[src/rtl/node_stream_if.sv]
// NoC endpoint: buffers TB packets and serialises them MSB-first onto a FLIT_W link,
// reassembles inbound flit streams into an RX queue, and keeps per-node packet counters.
module node_stream_if #(
  parameter int NODEID    = 0,
  parameter int PKT_W     = 32,
  parameter int FLIT_W    = 8,
  parameter int TXQ_DEPTH = 4,
  parameter int RXQ_DEPTH = 2,
  parameter int CNT_W     = 16
) (
  input  logic              clock,
  input  logic              reset,
  input  logic [PKT_W-1:0]  pkt_in,
  input  logic              pkt_in_avail,
  output logic              cQ_full,
  output logic [PKT_W-1:0]  pkt_out,
  output logic              pkt_out_avail,
  input  logic              pkt_out_ready,
  input  logic              free_outbound,
  output logic              put_outbound,
  output logic [FLIT_W-1:0] payload_outbound,
  output logic              free_inbound,
  input  logic              put_inbound,
  input  logic [FLIT_W-1:0] payload_inbound,
  output logic [CNT_W-1:0]  tx_pkt_count,
  output logic [CNT_W-1:0]  rx_pkt_count,
  output logic [CNT_W-1:0]  drop_count
);

  localparam int NBEATS = PKT_W / FLIT_W;
  localparam int BEAT_W = $clog2(NBEATS);
  localparam int TXP_W  = (TXQ_DEPTH > 1) ? $clog2(TXQ_DEPTH) : 1;
  localparam int TXC_W  = $clog2(TXQ_DEPTH + 1);
  localparam int RXP_W  = (RXQ_DEPTH > 1) ? $clog2(RXQ_DEPTH) : 1;
  localparam int RXC_W  = $clog2(RXQ_DEPTH + 1);

  localparam logic [BEAT_W-1:0] LAST_BEAT = BEAT_W'(NBEATS - 1);
  localparam logic [TXP_W-1:0]  TX_LAST   = TXP_W'(TXQ_DEPTH - 1);
  localparam logic [TXC_W-1:0]  TX_FULL   = TXC_W'(TXQ_DEPTH);
  localparam logic [RXP_W-1:0]  RX_LAST   = RXP_W'(RXQ_DEPTH - 1);
  localparam logic [RXC_W-1:0]  RX_FULL   = RXC_W'(RXQ_DEPTH);

  if ((PKT_W % FLIT_W) != 0 || NBEATS < 2 || TXQ_DEPTH < 1 || RXQ_DEPTH < 1 || NODEID < 0)
  begin : g_bad_params
    $error("node_stream_if: illegal parameter combination");
  end

  typedef enum logic [0:0] {TX_IDLE = 1'b0, TX_SEND = 1'b1} tx_state_e;
  typedef enum logic [0:0] {RX_IDLE = 1'b0, RX_RECV = 1'b1} rx_state_e;

  logic [PKT_W-1:0]  tx_mem_q [TXQ_DEPTH];
  logic [TXP_W-1:0]  tx_wr_q, tx_wr_d, tx_rd_q, tx_rd_d;
  logic [TXC_W-1:0]  tx_cnt_q, tx_cnt_d;
  logic              tx_push, tx_pop, tx_full;
  logic [PKT_W-1:0]  tx_head;
  tx_state_e         tx_state_q, tx_state_d;
  logic [BEAT_W-1:0] tx_beat_q, tx_beat_d;
  logic [PKT_W-1:0]  tx_shift_q, tx_shift_d;
  logic              tx_gap_q, tx_gap_d;
  logic              put_q, put_d;
  logic [FLIT_W-1:0] payload_q, payload_d;

  logic [PKT_W-1:0]  rx_mem_q [RXQ_DEPTH];
  logic [RXP_W-1:0]  rx_wr_q, rx_wr_d, rx_rd_q, rx_rd_d;
  logic [RXC_W-1:0]  rx_cnt_q, rx_cnt_d;
  logic              rx_push, rx_pop, rx_free;
  logic [PKT_W-1:0]  rx_word;
  rx_state_e         rx_state_q, rx_state_d;
  logic [BEAT_W-1:0] rx_beat_q, rx_beat_d;
  logic [PKT_W-1:0]  rx_asm_q, rx_asm_d;

  logic [CNT_W-1:0]  tx_count_q, tx_count_d;
  logic [CNT_W-1:0]  rx_count_q, rx_count_d;
  logic [CNT_W-1:0]  drop_q, drop_d;

  assign tx_full = (tx_cnt_q == TX_FULL);
  assign tx_push = pkt_in_avail && !tx_full;
  assign tx_head = tx_mem_q[tx_rd_q];

  always_comb begin
    tx_wr_d = tx_wr_q;
    tx_rd_d = tx_rd_q;
    tx_cnt_d = tx_cnt_q;
    drop_d = drop_q;
    if (tx_push) begin
      tx_wr_d = (tx_wr_q == TX_LAST) ? {TXP_W{1'b0}} : tx_wr_q + TXP_W'(1);
    end else begin
      tx_wr_d = tx_wr_q;
    end
    if (tx_pop) begin
      tx_rd_d = (tx_rd_q == TX_LAST) ? {TXP_W{1'b0}} : tx_rd_q + TXP_W'(1);
    end else begin
      tx_rd_d = tx_rd_q;
    end
    case ({tx_push, tx_pop})
      2'b10:   tx_cnt_d = tx_cnt_q + TXC_W'(1);
      2'b01:   tx_cnt_d = tx_cnt_q - TXC_W'(1);
      default: tx_cnt_d = tx_cnt_q;
    endcase
    if (pkt_in_avail && tx_full) begin
      drop_d = drop_q + CNT_W'(1);
    end else begin
      drop_d = drop_q;
    end
  end

  // The gap flag holds IDLE for one cycle after a packet, spacing starts NBEATS+1 apart.
  always_comb begin
    tx_state_d = tx_state_q;
    tx_beat_d  = tx_beat_q;
    tx_shift_d = tx_shift_q;
    tx_gap_d   = 1'b0;
    tx_pop     = 1'b0;
    put_d      = 1'b0;
    payload_d  = {FLIT_W{1'b0}};
    tx_count_d = tx_count_q;
    case (tx_state_q)
      TX_IDLE: begin
        if (!tx_gap_q && (tx_cnt_q != {TXC_W{1'b0}}) && free_outbound) begin
          put_d      = 1'b1;
          payload_d  = tx_head[PKT_W-1 -: FLIT_W];
          tx_shift_d = tx_head << FLIT_W;
          tx_beat_d  = BEAT_W'(1);
          tx_state_d = TX_SEND;
        end else begin
          tx_state_d = TX_IDLE;
        end
      end
      TX_SEND: begin
        payload_d  = tx_shift_q[PKT_W-1 -: FLIT_W];
        tx_shift_d = tx_shift_q << FLIT_W;
        if (tx_beat_q == LAST_BEAT) begin
          tx_pop     = 1'b1;
          tx_gap_d   = 1'b1;
          tx_beat_d  = {BEAT_W{1'b0}};
          tx_count_d = tx_count_q + CNT_W'(1);
          tx_state_d = TX_IDLE;
        end else begin
          tx_beat_d  = tx_beat_q + BEAT_W'(1);
        end
      end
      default: begin
        tx_beat_d  = {BEAT_W{1'b0}};
        tx_state_d = TX_IDLE;
      end
    endcase
  end

  assign rx_free = (rx_state_q == RX_IDLE) && (rx_cnt_q < RX_FULL);
  assign rx_pop  = (rx_cnt_q != {RXC_W{1'b0}}) && pkt_out_ready;
  assign rx_word = {rx_asm_q[PKT_W-FLIT_W-1:0], payload_inbound};

  // Receive: space was reserved at packet start, so the final push cannot overflow.
  always_comb begin
    rx_state_d = rx_state_q;
    rx_beat_d  = rx_beat_q;
    rx_asm_d   = rx_asm_q;
    rx_push    = 1'b0;
    rx_count_d = rx_count_q;
    case (rx_state_q)
      RX_IDLE: begin
        if (rx_free && put_inbound) begin
          rx_asm_d   = rx_word;
          rx_beat_d  = BEAT_W'(1);
          rx_state_d = RX_RECV;
        end else begin
          rx_state_d = RX_IDLE;
        end
      end
      RX_RECV: begin
        rx_asm_d = rx_word;
        if (rx_beat_q == LAST_BEAT) begin
          rx_push    = 1'b1;
          rx_beat_d  = {BEAT_W{1'b0}};
          rx_count_d = rx_count_q + CNT_W'(1);
          rx_state_d = RX_IDLE;
        end else begin
          rx_beat_d  = rx_beat_q + BEAT_W'(1);
        end
      end
      default: begin
        rx_beat_d  = {BEAT_W{1'b0}};
        rx_state_d = RX_IDLE;
      end
    endcase
  end

  always_comb begin
    rx_wr_d = rx_wr_q;
    rx_rd_d = rx_rd_q;
    rx_cnt_d = rx_cnt_q;
    if (rx_push) begin
      rx_wr_d = (rx_wr_q == RX_LAST) ? {RXP_W{1'b0}} : rx_wr_q + RXP_W'(1);
    end else begin
      rx_wr_d = rx_wr_q;
    end
    if (rx_pop) begin
      rx_rd_d = (rx_rd_q == RX_LAST) ? {RXP_W{1'b0}} : rx_rd_q + RXP_W'(1);
    end else begin
      rx_rd_d = rx_rd_q;
    end
    case ({rx_push, rx_pop})
      2'b10:   rx_cnt_d = rx_cnt_q + RXC_W'(1);
      2'b01:   rx_cnt_d = rx_cnt_q - RXC_W'(1);
      default: rx_cnt_d = rx_cnt_q;
    endcase
  end

  // Queue storage needs no reset: pointers and counts define what is valid.
  always_ff @(posedge clock) begin
    if (tx_push) begin
      tx_mem_q[tx_wr_q] <= pkt_in;
    end
    if (rx_push) begin
      rx_mem_q[rx_wr_q] <= rx_word;
    end
  end

  always_ff @(posedge clock) begin
    if (reset) begin
      tx_wr_q    <= {TXP_W{1'b0}};
      tx_rd_q    <= {TXP_W{1'b0}};
      tx_cnt_q   <= {TXC_W{1'b0}};
      tx_state_q <= TX_IDLE;
      tx_beat_q  <= {BEAT_W{1'b0}};
      tx_shift_q <= {PKT_W{1'b0}};
      tx_gap_q   <= 1'b0;
      put_q      <= 1'b0;
      payload_q  <= {FLIT_W{1'b0}};
      rx_wr_q    <= {RXP_W{1'b0}};
      rx_rd_q    <= {RXP_W{1'b0}};
      rx_cnt_q   <= {RXC_W{1'b0}};
      rx_state_q <= RX_IDLE;
      rx_beat_q  <= {BEAT_W{1'b0}};
      rx_asm_q   <= {PKT_W{1'b0}};
      tx_count_q <= {CNT_W{1'b0}};
      rx_count_q <= {CNT_W{1'b0}};
      drop_q     <= {CNT_W{1'b0}};
    end else begin
      tx_wr_q    <= tx_wr_d;
      tx_rd_q    <= tx_rd_d;
      tx_cnt_q   <= tx_cnt_d;
      tx_state_q <= tx_state_d;
      tx_beat_q  <= tx_beat_d;
      tx_shift_q <= tx_shift_d;
      tx_gap_q   <= tx_gap_d;
      put_q      <= put_d;
      payload_q  <= payload_d;
      rx_wr_q    <= rx_wr_d;
      rx_rd_q    <= rx_rd_d;
      rx_cnt_q   <= rx_cnt_d;
      rx_state_q <= rx_state_d;
      rx_beat_q  <= rx_beat_d;
      rx_asm_q   <= rx_asm_d;
      tx_count_q <= tx_count_d;
      rx_count_q <= rx_count_d;
      drop_q     <= drop_d;
    end
  end

  assign cQ_full          = tx_full;
  assign pkt_out_avail    = (rx_cnt_q != {RXC_W{1'b0}});
  assign pkt_out          = pkt_out_avail ? rx_mem_q[rx_rd_q] : {PKT_W{1'b0}};
  assign put_outbound     = put_q;
  assign payload_outbound = payload_q;
  assign free_inbound     = rx_free;
  assign tx_pkt_count     = tx_count_q;
  assign rx_pkt_count     = rx_count_q;
  assign drop_count       = drop_q;

endmodule
[config.mk]
export PLATFORM = sky130hd
export DESIGN_NAME = node_stream_if
export DESIGN_NICKNAME = d
export VERILOG_FILES = /design/src/rtl/node_stream_if.sv
export SDC_FILE = /design/constraint.sdc
export NUM_CORES = 1
export LEC_CHECK = 0
export ABC_CLOCK_PERIOD_IN_PS = 3200
export CAP_MARGIN = 20
export CORE_MARGIN = 2
export CORE_UTILIZATION = 50
export DETAILED_ROUTE_END_ITERATION = 8
export GPL_TIMING_DRIVEN = 0
export HOLD_SLACK_MARGIN = 0.02
export PLACE_DENSITY = 0.75
export REMOVE_ABC_BUFFERS = 1
export SETUP_SLACK_MARGIN = 0.5
export SLEW_MARGIN = 20
export SYNTH_ARGS = -nofsm -noshare
export SYNTH_HDL_FRONTEND = slang
export SYNTH_SLANG_ARGS = --single-unit
[constraint.sdc]
create_clock -name clock -period 3.2 [get_ports clock]
set_clock_uncertainty 0.05 [all_clocks]
set_input_delay 0.48 -clock clock [delete_from_list [all_inputs] [get_ports clock]]
set_output_delay 0.48 -clock clock [all_outputs]
set_load 0.01 [all_outputs]
### Word-level counts from Yosys, hierarchy flattened

Memory sizes are Yosys's and may differ from the RTL's. A register that Yosys moved wholly into a read port is not among the register bits.
Index checks and enable logic that the tools add are counted.

| operators by class | value |
|---|---|
| bitwise gates (word level) | 2 |
| order comparisons | 1 |
| add/subtract/negate cells | 13 |
| reductions and logical operators | 16 |
| muxes and demuxes | 37 |
| equality and inequality tests | 11 |

Operators with widths:

| operator | number |
|---|---|
| two-way mux 32 bit | 2 |
| one-hot mux 32 bit (2 select lines) | 1 |
| adder 16 x 1 -> 16 bit, second input constant | 3 |
| one-hot mux 24 bit (2 select lines) | 1 |
| two-way mux 24 bit | 1 |
| two-way mux 1 bit | 16 |
| two-way mux 2 bit | 8 |
| one-hot mux 8 bit (2 select lines) | 1 |
| equality test 2 bit, second input constant | 6 |
| one-hot mux 2 bit (2 select lines) | 3 |
| adder 2 x 1 -> 2 bit, second input constant | 5 |
| two-way mux 8 bit | 1 |
| logical AND 1 bit | 7 |
| one-hot mux 3 bit (2 select lines) | 1 |
| nonzero test 2 bit | 3 |
| equality test 2 x 1 -> 1 bit, second input constant | 2 |
| one-hot mux 1 bit (2 select lines) | 2 |
| AND reduction 2 bit | 2 |
| adder 3 x 1 -> 3 bit, second input constant | 1 |
| equality test 3 bit, second input constant | 1 |
| nonzero test 3 bit | 1 |
| subtractor 3 x 1 -> 3 bit, second input constant | 1 |
| adder 1 bit, second input constant | 2 |
| logical NOT 1 bit | 2 |
| other kinds (6) | 7 |

| word-level totals | value |
|---|---|
| word-level logic and storage cells | 100 |
| memory bits (writable) | 192 |
| flip-flop bits (word level) | 131 |
| bits of input ports | 46 |
| memories | 2 |

Memory list:

| memory | depth | bits a word | rd ports | clocked after Yosys merged registers in | write ports | RTL line | text |
|---|---|---|---|---|---|---|---|
| tx_mem_q | 4 | 32 | 1 | 1 | 1 | 51 | `logic [PKT_W-1:0] tx_mem_q [TXQ_DEPTH];` |
| rx_mem_q | 2 | 32 | 1 | 1 | 1 | 63 | `logic [PKT_W-1:0] rx_mem_q [RXQ_DEPTH];` |

### Longest topological paths before layout

| depth | value |
|---|---|
| depth after elaboration | 5 |
| depth in mapped cells | 9 |

### Worst setup path before layout

No wires, ideal clock.

| path | value |
|---|---|
| path type | reg-to-reg |
| start point | register rx_state_q |
| end point | memory rx_mem_q[0][0] (enable) |
| library setup time | 421 ps |
| arrival time | 2,133 ps |
| buffers on the path | 1 |
| cell stages (with the launch flop) | 4 |
| path slack | 595 ps |
| data required time | 2,729 ps |
| cell sequence | dfxtp_1 -> clkbuf_1 -> nand2_1 -> nor2_1 |

| on the way | value |
|---|---|
| cells in the longest elaborated chain, start to end | 3 |

RTL lines:

| what | RTL line | text |
|---|---|---|
| start, declared | 68 | `rx_state_e rx_state_q, rx_state_d;` |
| start signal, assigned | 252 | `rx_state_q <= rx_state_d;` |
| two-way mux 1 bit | 160 | `case (rx_state_q)` |
| two-way mux 1 bit | 214 | `if (rx_push) begin` |
| two-way mux 1 bit (implied by the code) | 215 | `rx_mem_q[rx_wr_q] <= rx_word;` |
| end, declared | 63 |  |

Every way passes these cells.

### Worst setup path in the final report

| path | value |
|---|---|
| start point | register rx_cnt_q[1] |
| end point | output pkt_out[21] |

| on the way | value |
|---|---|
| cells in the longest elaborated chain, start to end | 2 |

RTL lines:

| what | RTL line | text |
|---|---|---|
| start, declared | 65 | `logic [RXC_W-1:0] rx_cnt_q, rx_cnt_d;` |
| start signal, assigned | 232 | `rx_cnt_q <= {RXC_W{1'b0}};` |
| start signal, assigned | 251 | `rx_cnt_q <= rx_cnt_d;` |
| nonzero test 2 bit | 262 | `assign pkt_out_avail = (rx_cnt_q != {RXC_W{1'b0}});` |
| two-way mux 32 bit | 263 | `assign pkt_out = pkt_out_avail ? rx_mem_q[rx_rd_q] : {PKT_W{1'b0}};` |
| end, declared | 16 | `output logic [PKT_W-1:0] pkt_out,` |

Every way passes these cells.

==> flow_metrics.tcl <==
set metrics [dict create \
    number_of_enable_type_register_cells_in_the_synthesized_netlist 192 \
    ys_async_sr_fraction_pct 0 \
    die_h_um 160 \
    grt_pass1_wl_mm 38.4 \
    required_ns 2.67 \
    die_width_um 160 \
    finalSetupViolCount 0 \
    synthDominantCellAreaShare_pct 47.4 \
    number_of_instances_in_the_synthesized_netlist 919 \
    place_worst_setup_slack_ns 0.469 \
    via_count 7623 \
    area_growth_pct 25.3 \
    ys.flop_type "sky130_fd_sc_hd__edfxtp_1" \
    holdCritPathClass "input pin to flip-flop" \
    non_filler_instance_count_after_layout 1407 \
    row_count 57 \
    clock_insertion_delay_worst_skew_ns 0.51 \
    synthDistinctLibCells 45 \
    max_clock_freq_ghz 0.385 \
    drt_first_iter_violations 491 \
    worst_setup_ep_type "output port" \
    yosys_register_bits 318 \
    floorplan.io_pins 138 \
    synthMostInstantiatedCell "sky130_fd_sc_hd__edfxtp_1" \
    maximum_fanout_encountered_on_the_critical_timing_path 17 \
    p_int_mw 7.17 \
    place.gp.congestion 0.726 \
    detail_route.first_pass.iterations 6 \
    switching_share_pct 20.3 \
    port_buffers 137 \
    ff2ff_setup_slack_ns 0.85 \
    antenna_cells 0 \
    hold_buffers 0 \
    global_route.usage.met3_pct 3.56 \
    grtUsageMet1_pct 23.2 \
    grt_antenna_before_repair 0 \
    timing.final.crit_period_ns 2.59 \
    grtUsageTotal_pct 18.4 \
    post_drt_wl_per_cell_um 17.0 \
    cap_violations 0 \
    fp.dieArea_um2 25600 \
    synthTopCellsByCount "sky130_fd_sc_hd__edfxtp_1 (192), sky130_fd_sc_hd__dfxtp_1 (126), sky130_fd_sc_hd__nand2_1 (107)" \
    netSwitchingPower_mw 1.83 \
    post_synth_instance_area_um2 12200 \
    pwr-share-comb_pct 5.1 \
    number_of_global_route_vias_before_repair 7356 \
    grt-ovfl-total 0 \
    max-vdd-ir-drop_uv 697 \
    yosysTopAreaCell "sky130_fd_sc_hd__edfxtp_1" \
    drc 0 \
    core_area_um2 24100 \
    clk_pin_slew_ns 0.06 \
    ctsHtreeMaxLevel 2 \
    final-hold-violation-count 0 \
    postRouteWirelength_mm 23.9 \
    cts_buffers 34 \
    slew_viol_final 0 \
    seq_power_share_pct 50.5 \
    synth_area_leaders "sky130_fd_sc_hd__edfxtp_1 (47%), sky130_fd_sc_hd__dfxtp_1 (21%), sky130_fd_sc_hd__mux4_2 (5.9%)" \
    tightest_slew_ns 1.06 \
    ctsLongestPathBuffers 3 \
    hpwlAfterDp_mm 14.8 \
    run_status "complete, no violations" \
    synth_seq_area_share_pct 68.1 \
    crit_type "flip-flop to output port" \
    power_per_cell_area_nw_per_um2 590 \
    starting_density_of_the_core_pct 50.5 \
    post_route_ant_nets 0 \
    rsz0062_at_grt "no" \
    final_nets 1117 \
    globalRoute.busiestLayer "met2" \
    fin_crit_sh_pct 81.1 \
    yosysWarningCount 0 \
    route.detailed.vias_per_inst 5.42 \
    avgSynthCellArea_um2 13.2 \
    slew_headroom_pct 29.5 \
    gr-usage-met2_pct 32.8 \
    cts_sinks 318 \
    crit_path_start_kind "flip-flop" \
    cts.root.buffer_cell "sky130_fd_sc_hd__clkbuf_16" \
    numPlacedInstances 1344 \
    cts_tree "done" \
    drive_gt1_share_pct 11.2 \
    timing.critical_path.arrival_ns 2.06 \
    total_leakage_power_nw 4.95 \
    power.share.clock_pct 44.5 \
    grt_max_degree 62 \
    setup_ws_ns 0.606 \
]
state kept, by name (all words and copies together), names as in the netlist, 2 cells and up, named ones only:
name / count
tx_beat_q: 2
tx_mem_q: 128
drop_count: 16
tx_rd_q: 2
payload_outbound: 8
rx_pkt_count: 16
tx_shift_q: 24
rx_mem_q: 64
tx_wr_q: 2
rx_asm_q: 24
rx_cnt_q: 2
tx_cnt_q: 3
tx_pkt_count: 16
rx_beat_q: 2
cells by family after synthesis:
kind of cell / after synthesis / synth area share [%]
buf+inv: 76 / 2.40
simple gates: 294 / 11.1
flops: 318 / 68.1
mux: 67 / 8.83
compound gates: 116 / 5.63
xor+xnor: 35 / 2.52
fa+ha+maj: 13 / 1.40
what timing repair did:
item	in CTS	in global routing
setup buffers	0	1
pin swaps	1	0
endpoints found under the hold margin	0	0
setup endpoints to repair	33	17
resized for setup	1	1
cloned	1	0
stage by stage:
stage	power, mW	util, %	hold slack (ns)	TNS, ns	area, um^2
2_1_floorplan	4.84	-	0.375	0	12000
3_3_place_gp	5.05	57.1	0.380	-185.23	13800
3_5_place_dp	5.09	58.3	0.394	0	14100
4_1_cts	9.10	63.2	0.343	0	15200
5_1_grt	9.33	63.3	0.364	0	15200
6_report	9.00	63.3	0.328	0	15200
critical path, stage by stage, from the launching register on:
cell                              delay [ns]
sky130_fd_sc_hd__dfxtp_1                0.57
sky130_fd_sc_hd__nor2_4                 0.19
sky130_fd_sc_hd__nor2_1                 0.24
sky130_fd_sc_hd__clkdlybuf4s50_1        0.57
per-layer routing:
layer,vias up,share of wire [%]
met5,-,0
met4,0,1.5
met3,29,5.6
met2,235,51
met1,3721,42
li1,3638,-
final cells by class:
class                   count  area (um^2)
clock buffers              48          995
repair buffers            149         1650
inverters                  29          109
flip-flops and latches    318         8300
fillers                  1815         8860
multi-input cells         526         3620
well taps                 324          405
clock inverters            13          170
path summary, 6_finish.rpt:
| check | to | start | cells past startpoint |
|---|---|---|---|
| worst min register to register | rx_mem_q[0][29]$_DFFE_PP_ | rx_asm_q[21]$_SDFFE_PP0P_ | 0 |
| worst min-delay path | rx_pkt_count[14]$_SDFFE_PP0P_ | reset | 2 |
| worst max register to register | tx_cnt_q[2]$_SDFFE_PP0P_ | tx_beat_q[0]$_SDFFE_PP0P_ | 9 |
| worst max-delay path | pkt_out[21] | rx_cnt_q[1]$_SDFFE_PP0P_ | 3 |
layout by cell type (no fill, tap or decap), types with 11 or more instances in the layout:
cell                                n
sky130_fd_sc_hd__clkbuf_16         35
sky130_fd_sc_hd__ha_1              12
sky130_fd_sc_hd__mux4_2            32
sky130_fd_sc_hd__o21ai_0           11
sky130_fd_sc_hd__mux2i_1           32
sky130_fd_sc_hd__inv_1             29
sky130_fd_sc_hd__clkdlybuf4s50_1  136
sky130_fd_sc_hd__xnor2_1           19
sky130_fd_sc_hd__nand3_1           17
sky130_fd_sc_hd__nor2_1            88
sky130_fd_sc_hd__xor2_1            16
sky130_fd_sc_hd__edfxtp_1         192
sky130_fd_sc_hd__a21oi_1           73
sky130_fd_sc_hd__nor3_1            11
sky130_fd_sc_hd__dfxtp_1          122
sky130_fd_sc_hd__a221oi_1          16
sky130_fd_sc_hd__nand2_1          107
sky130_fd_sc_hd__nand4_1           13
sky130_fd_sc_hd__or3_1             14
power groups by stage:
stage	combinational, mW	clock (mW)	sequential [mW]
finish	0.456	4.00	4.54
floorplan	0.218	0	4.63
global placement	0.408	0	4.64
detailed placement	0.455	0	4.63
CTS	0.459	4.10	4.54
global route	0.504	4.27	4.56
(Power assumes the default switching activity.)
